## src/rtl/uart_tx.sv

```systemverilog
// uart_tx - 8N1 byte serializer with runtime bit period.
//
// Accepts one byte over a valid/ack handshake and shifts it out as
// idle-high asynchronous serial: one start bit, 8 data bits LSB first,
// one stop bit. Bit period P = div + 2 clk cycles, captured per frame.
//
// Ports:
//   clk   in  1      system clock
//   rst   in  1      asynchronous active-low reset
//   data  in  8      byte to send, sampled on the accept edge
//   valid in  1      byte available on data (may be held high)
//   ack   out 1      one-cycle pulse in the cycle after an accept edge
//   div   in  DIV_W  bit period minus 2, sampled on the accept edge
//   tx    out 1      serial line, idle high
//   busy  out 1      high from start bit through stop bit
module uart_tx #(
  parameter int unsigned DIV_W = 16
) (
  input  logic             clk,
  input  logic             rst,
  input  logic [7:0]       data,
  input  logic             valid,
  output logic             ack,
  input  logic [DIV_W-1:0] div,
  output logic             tx,
  output logic             busy
);

  typedef enum logic [1:0] {
    S_IDLE  = 2'd0,
    S_START = 2'd1,
    S_DATA  = 2'd2,
    S_STOP  = 2'd3
  } state_t;

  state_t           r_state;
  logic [7:0]       r_shreg;
  logic [DIV_W-1:0] r_div_q;
  logic [DIV_W:0]   r_cnt;     // one bit wider so div_q+1 cannot overflow
  logic [2:0]       r_bidx;
  logic             r_ack;

  logic             w_bit_end;
  logic             w_accept;

  assign w_bit_end = (r_cnt == ({1'b0, r_div_q} + (DIV_W+1)'(1)));

  // Accept either from IDLE or at the end of a stop bit, so back-to-back
  // frames have no idle gap.
  assign w_accept  = valid &&
                     ((r_state == S_IDLE) || ((r_state == S_STOP) && w_bit_end));

  always_ff @(posedge clk or negedge rst) begin
    if (!rst) begin
      r_state <= S_IDLE;
      r_shreg <= '0;
      r_div_q <= '0;
      r_cnt   <= '0;
      r_bidx  <= '0;
      r_ack   <= 1'b0;
    end else begin
      r_ack <= w_accept;
      if (w_accept) begin
        r_shreg <= data;
        r_div_q <= div;
        r_cnt   <= '0;
        r_bidx  <= '0;
        r_state <= S_START;
      end else if (r_state != S_IDLE) begin
        if (w_bit_end) begin
          r_cnt <= '0;
          case (r_state)
            S_START: r_state <= S_DATA;
            S_DATA: begin
              r_shreg <= {1'b0, r_shreg[7:1]};
              r_bidx  <= r_bidx + 3'd1;
              if (r_bidx == 3'd7) begin
                r_state <= S_STOP;
              end
            end
            default: r_state <= S_IDLE;  // stop bit ended with no byte waiting
          endcase
        end else begin
          r_cnt <= r_cnt + (DIV_W+1)'(1);
        end
      end
    end
  end

  always_comb begin
    tx = 1'b1;
    case (r_state)
      S_START: tx = 1'b0;
      S_DATA:  tx = r_shreg[0];
      default: tx = 1'b1;
    endcase
  end

  assign busy = (r_state != S_IDLE);
  assign ack  = r_ack;

endmodule

```

## config.mk

```make
export PLATFORM = sky130hd
export DESIGN_NAME = uart_tx
export DESIGN_NICKNAME = d
export VERILOG_FILES = /design/src/rtl/uart_tx.sv
export SDC_FILE = /design/constraint.sdc
export NUM_CORES = 1
export LEC_CHECK = 0
export BUFFER_PORTS_ARGS = -buffer_cell sky130_fd_sc_hd__buf_2
export CORE_ASPECT_RATIO = 1.25
export CORE_UTILIZATION = 35
export CTS_CLUSTER_SIZE = 10
export DETAILED_ROUTE_END_ITERATION = 6
export GPL_ROUTABILITY_DRIVEN = 0
export HOLD_SLACK_MARGIN = 0.03
export PLACE_DENSITY_LB_ADDON = 0.1
export SYNTH_ARGS = -nofsm -noshare
export SYNTH_HDL_FRONTEND = slang
export SYNTH_SLANG_ARGS = --single-unit
```

## constraint.sdc

```tcl
create_clock -name clk -period 3.48 [get_ports clk]
set_input_delay 0.522 -clock clk [delete_from_list [all_inputs] [get_ports clk]]
set_output_delay 0.522 -clock clk [all_outputs]
set_load 0.05 [all_outputs]
```

==> impl_metrics.env <==
export IMPL_yosysSeqAreaShare_pct=41.80
export IMPL_die_y_um=102.3
export IMPL_grt_pass1_wl_um=10020
export IMPL_slew_violations=0
export IMPL_h_tree_depth=2
export IMPL_syn_nets=309
export IMPL_synth_distinct_cells=50
export IMPL_synth_edf_count=0
export IMPL_antenna_found_initial=0
export IMPL_ff2ff_setup_slack_ps=340
export IMPL_wl_met1_um=2694
export IMPL_drv_cap=0
export IMPL_min_period_over_period_pct=90.37
export IMPL_seqPwrFrac_pct=39.2
export IMPL_grt_overflow=0
export IMPL_hold_viol_final=0
export IMPL_clk_pin_slew_ps=90
export IMPL_antenna_left=0
export IMPL_status="complete, no violations"
export IMPL_highest_layer="met4"
export IMPL_track_usage_pct=15.95
export IMPL_die_width_um=82.20
export IMPL_layout_cells_non_filler=402
export IMPL_fill_cells=779
export IMPL_drt_iter0_drc=124
export IMPL_synthToLayoutAreaGrowth_pct=12.85
export IMPL_layout_commonest_cell="dfrtp_1"
export IMPL_port_buffers=29
export IMPL_holdBufCountCts=0
export IMPL_cp_arrival_ps=3330
export IMPL_path_max_fanout=20
export IMPL_cts_repair_resized=0
export IMPL_power_leakage_nw=1.352
export IMPL_path_class="register to register"
export IMPL_routed_wl_um=6033
export IMPL_swShare_pct=41.93
export IMPL_endpoint_kind="register"
export IMPL_fin_crit_ps=3145
export IMPL_first_global_vias=1987
export IMPL_p_clk_share_pct=15.0
export IMPL_setup_tns_ps=0
export IMPL_hold_class="primary input to async pin"
export IMPL_multiInputGateArea_um2=1541
export IMPL_pin_count=30
export IMPL_p_sw_mw=1.014
export IMPL_post_cts_setup_buffer_count=0
export IMPL_reg2reg_to="r_div_q[13]$_DFFE_PN0N_"
export IMPL_pwr_density_cell_nw_per_um2=761.7
export IMPL_required_ps=3670
export IMPL_start_util_pct=36.11
export IMPL_grt_max_degree=48
export IMPL_wl_met2_um=3096
export IMPL_fin_nets=341
export IMPL_placed_cells=394
export IMPL_synth_ff_type="dfrtp_1"
export IMPL_synthArstFlopShare_pct=100.0
export IMPL_p_int_mw=1.405
export IMPL_clockRootBuffer="clkbuf_8"
export IMPL_max_freq_mhz=318.0
export IMPL_finalPower_mw=2.419
export IMPL_rows=36
export IMPL_critical_path_startpoint_type="register"
export IMPL_ys_ff_latch=47
export IMPL_core_um2=7792
export IMPL_register_area_um2=1176
export IMPL_cts_path_max_buffers=2
export IMPL_cts_tree="done"
export IMPL_layout_drive_gt1_share_pct=26.06
export IMPL_syn_avg_cell_area_um2=10.27
export IMPL_route_vias_total=2079
export IMPL_dp_hpwl_um=4585
export IMPL_synthCells=274
export IMPL_rsz0062_at_grt="false"
export IMPL_clkLatencyLatePin_ps=300
export IMPL_final_cell_mix="47 x dfrtp_1, 29 x nor2_1, 29 x buf_2"
export IMPL_r2r_start="r_div_q[9]$_DFFE_PN0N_"
export IMPL_detail_route_drc_violations=0
export IMPL_wl_per_cell_um=15.01
export IMPL_worstMarginPinSlew_ps=1075
export IMPL_worst_slew_margin_rel_pct=28.33
export IMPL_drt_pass1_iter_count=4
export IMPL_combPwrFrac_pct=45.9
export IMPL_yosysWarnings=0
export IMPL_setup_viol=0
export IMPL_diodes=0
export IMPL_syn_cell_area_um2=2814
export IMPL_vias_per_cell=5.172
export IMPL_fp_dieArea_um2=8405
export IMPL_vdd_drop_max_mv=0.5064
export IMPL_cts_made_buffers=5
export IMPL_r2r_cells=8
export IMPL_fin_worst_skew_ps=7.338
export IMPL_clock_sinks=47
export IMPL_routed_wl_met3_um=150
-- worst max-delay path, stage by stage (launching register included) --
cell     delay [ps]
dfrtp_1         500
nand4_2         160
or4_4           520
o41ai_2         310
a21oi_1         110
nor4b_4         510
a31oi_4         350
buf_4           290
mux2_2          280
-- flip-flops by register name, indices dropped and copies added, names as in the netlist --
register and cells:
r_cnt 17, r_div_q 16, r_shreg 8, r_bidx 3, r_state 2, ack 1
-- layer usage --
metal / global-route usage, % / vias up
met5: 0 / -
met4: 5.263 / 0
met3: 2.589 / 12
met2: 27.53 / 40
met1: 19.97 / 999
li1: - / 1028
-- power groups by stage --
stage | Sequential (mW) | Clock, mW | Combinational, mW
finish | 0.947 | 0.362 | 1.11
global route | 0.982 | 0.400 | 1.24
CTS | 0.951 | 0.379 | 1.13
detailed placement | 0.959 | 0 | 1.13
global placement | 0.962 | 0 | 1.12
floorplan | 0.889 | 0 | 0.902
-- Yosys cell counts (5+ instances only) --
cell     instances  share of area (%)
nor2_1          29                3.9
mux2_2          17                6.8
nand3_1         12                2.1
nand2_1         14                1.9
xnor2_1         22                6.8
o21ai_0         10                1.8
dfrtp_1         47                 42
and3_1           5                1.1
nor3_1           5               0.89
o221a_1          7                2.8
ha_1             8                3.6
or2_2            8                1.8
buf_2            8                1.4
nand4_1          7                1.6
xor2_1          13                4.0
inv_1           13                1.7
-- how the worst max path moves through the flow --
stage / startpoint / endpoint / slack, ps / depth (start not counted)
final: r_div_q[9]$_DFFE_PN0N_ / r_div_q[13]$_DFFE_PN0N_ / 340 / 8
after global routing: r_div_q[4]$_DFFE_PN0N_ / r_shreg[1]$_DFFE_PN0P_ / 30 / 8
after CTS: r_div_q[4]$_DFFE_PN0N_ / r_div_q[13]$_DFFE_PN0N_ / 280 / 8
after detailed placement: r_div_q[4]$_DFFE_PN0N_ / r_shreg[0]$_DFFE_PN0P_ / 300 / 8
after global placement: r_div_q[9]$_DFFE_PN0N_ / r_div_q[8]$_DFFE_PN0N_ / 300 / 8
after floorplan: r_div_q[2]$_DFFE_PN0N_ / r_shreg[0]$_DFFE_PN0P_ / 690 / 10
-- cell type report --
cell class / count / share of cell area [%]
multi-input cells: 204 / 48.54
clock buffers: 8 / 3.152
well taps: 95 / 3.743
flip-flops and latches: 47 / 37.04
inverters: 13 / 1.537
repair buffers: 35 / 5.989
-- logic make-up after synthesis --
logic type | Yosys count | synth area share [%]
flops | 47 | 41.80
compound gates | 39 | 12.05
fa+ha+maj | 8 | 3.557
simple gates | 104 | 21.12
xor+xnor | 35 | 10.89
buf+inv | 23 | 3.424
mux | 18 | 7.159
-- stage by stage --
step | util, % | worst slack [ps] | hold slack (ps) | cell area (um2)
2_1_floorplan | - | 686.8 | 226.4 | 2814
3_5_place_dp | 39.47 | 295.7 | 511.3 | 3075
6_report | 40.75 | 335.3 | 411.6 | 3176
4_1_cts | 40.75 | 277.5 | 423.3 | 3176
5_1_grt | 40.75 | 25.57 | 422.4 | 3176
3_3_place_gp | 39.47 | 304.6 | 504.0 | 3075
No activity file was read; power rests on OpenSTA's default activity.
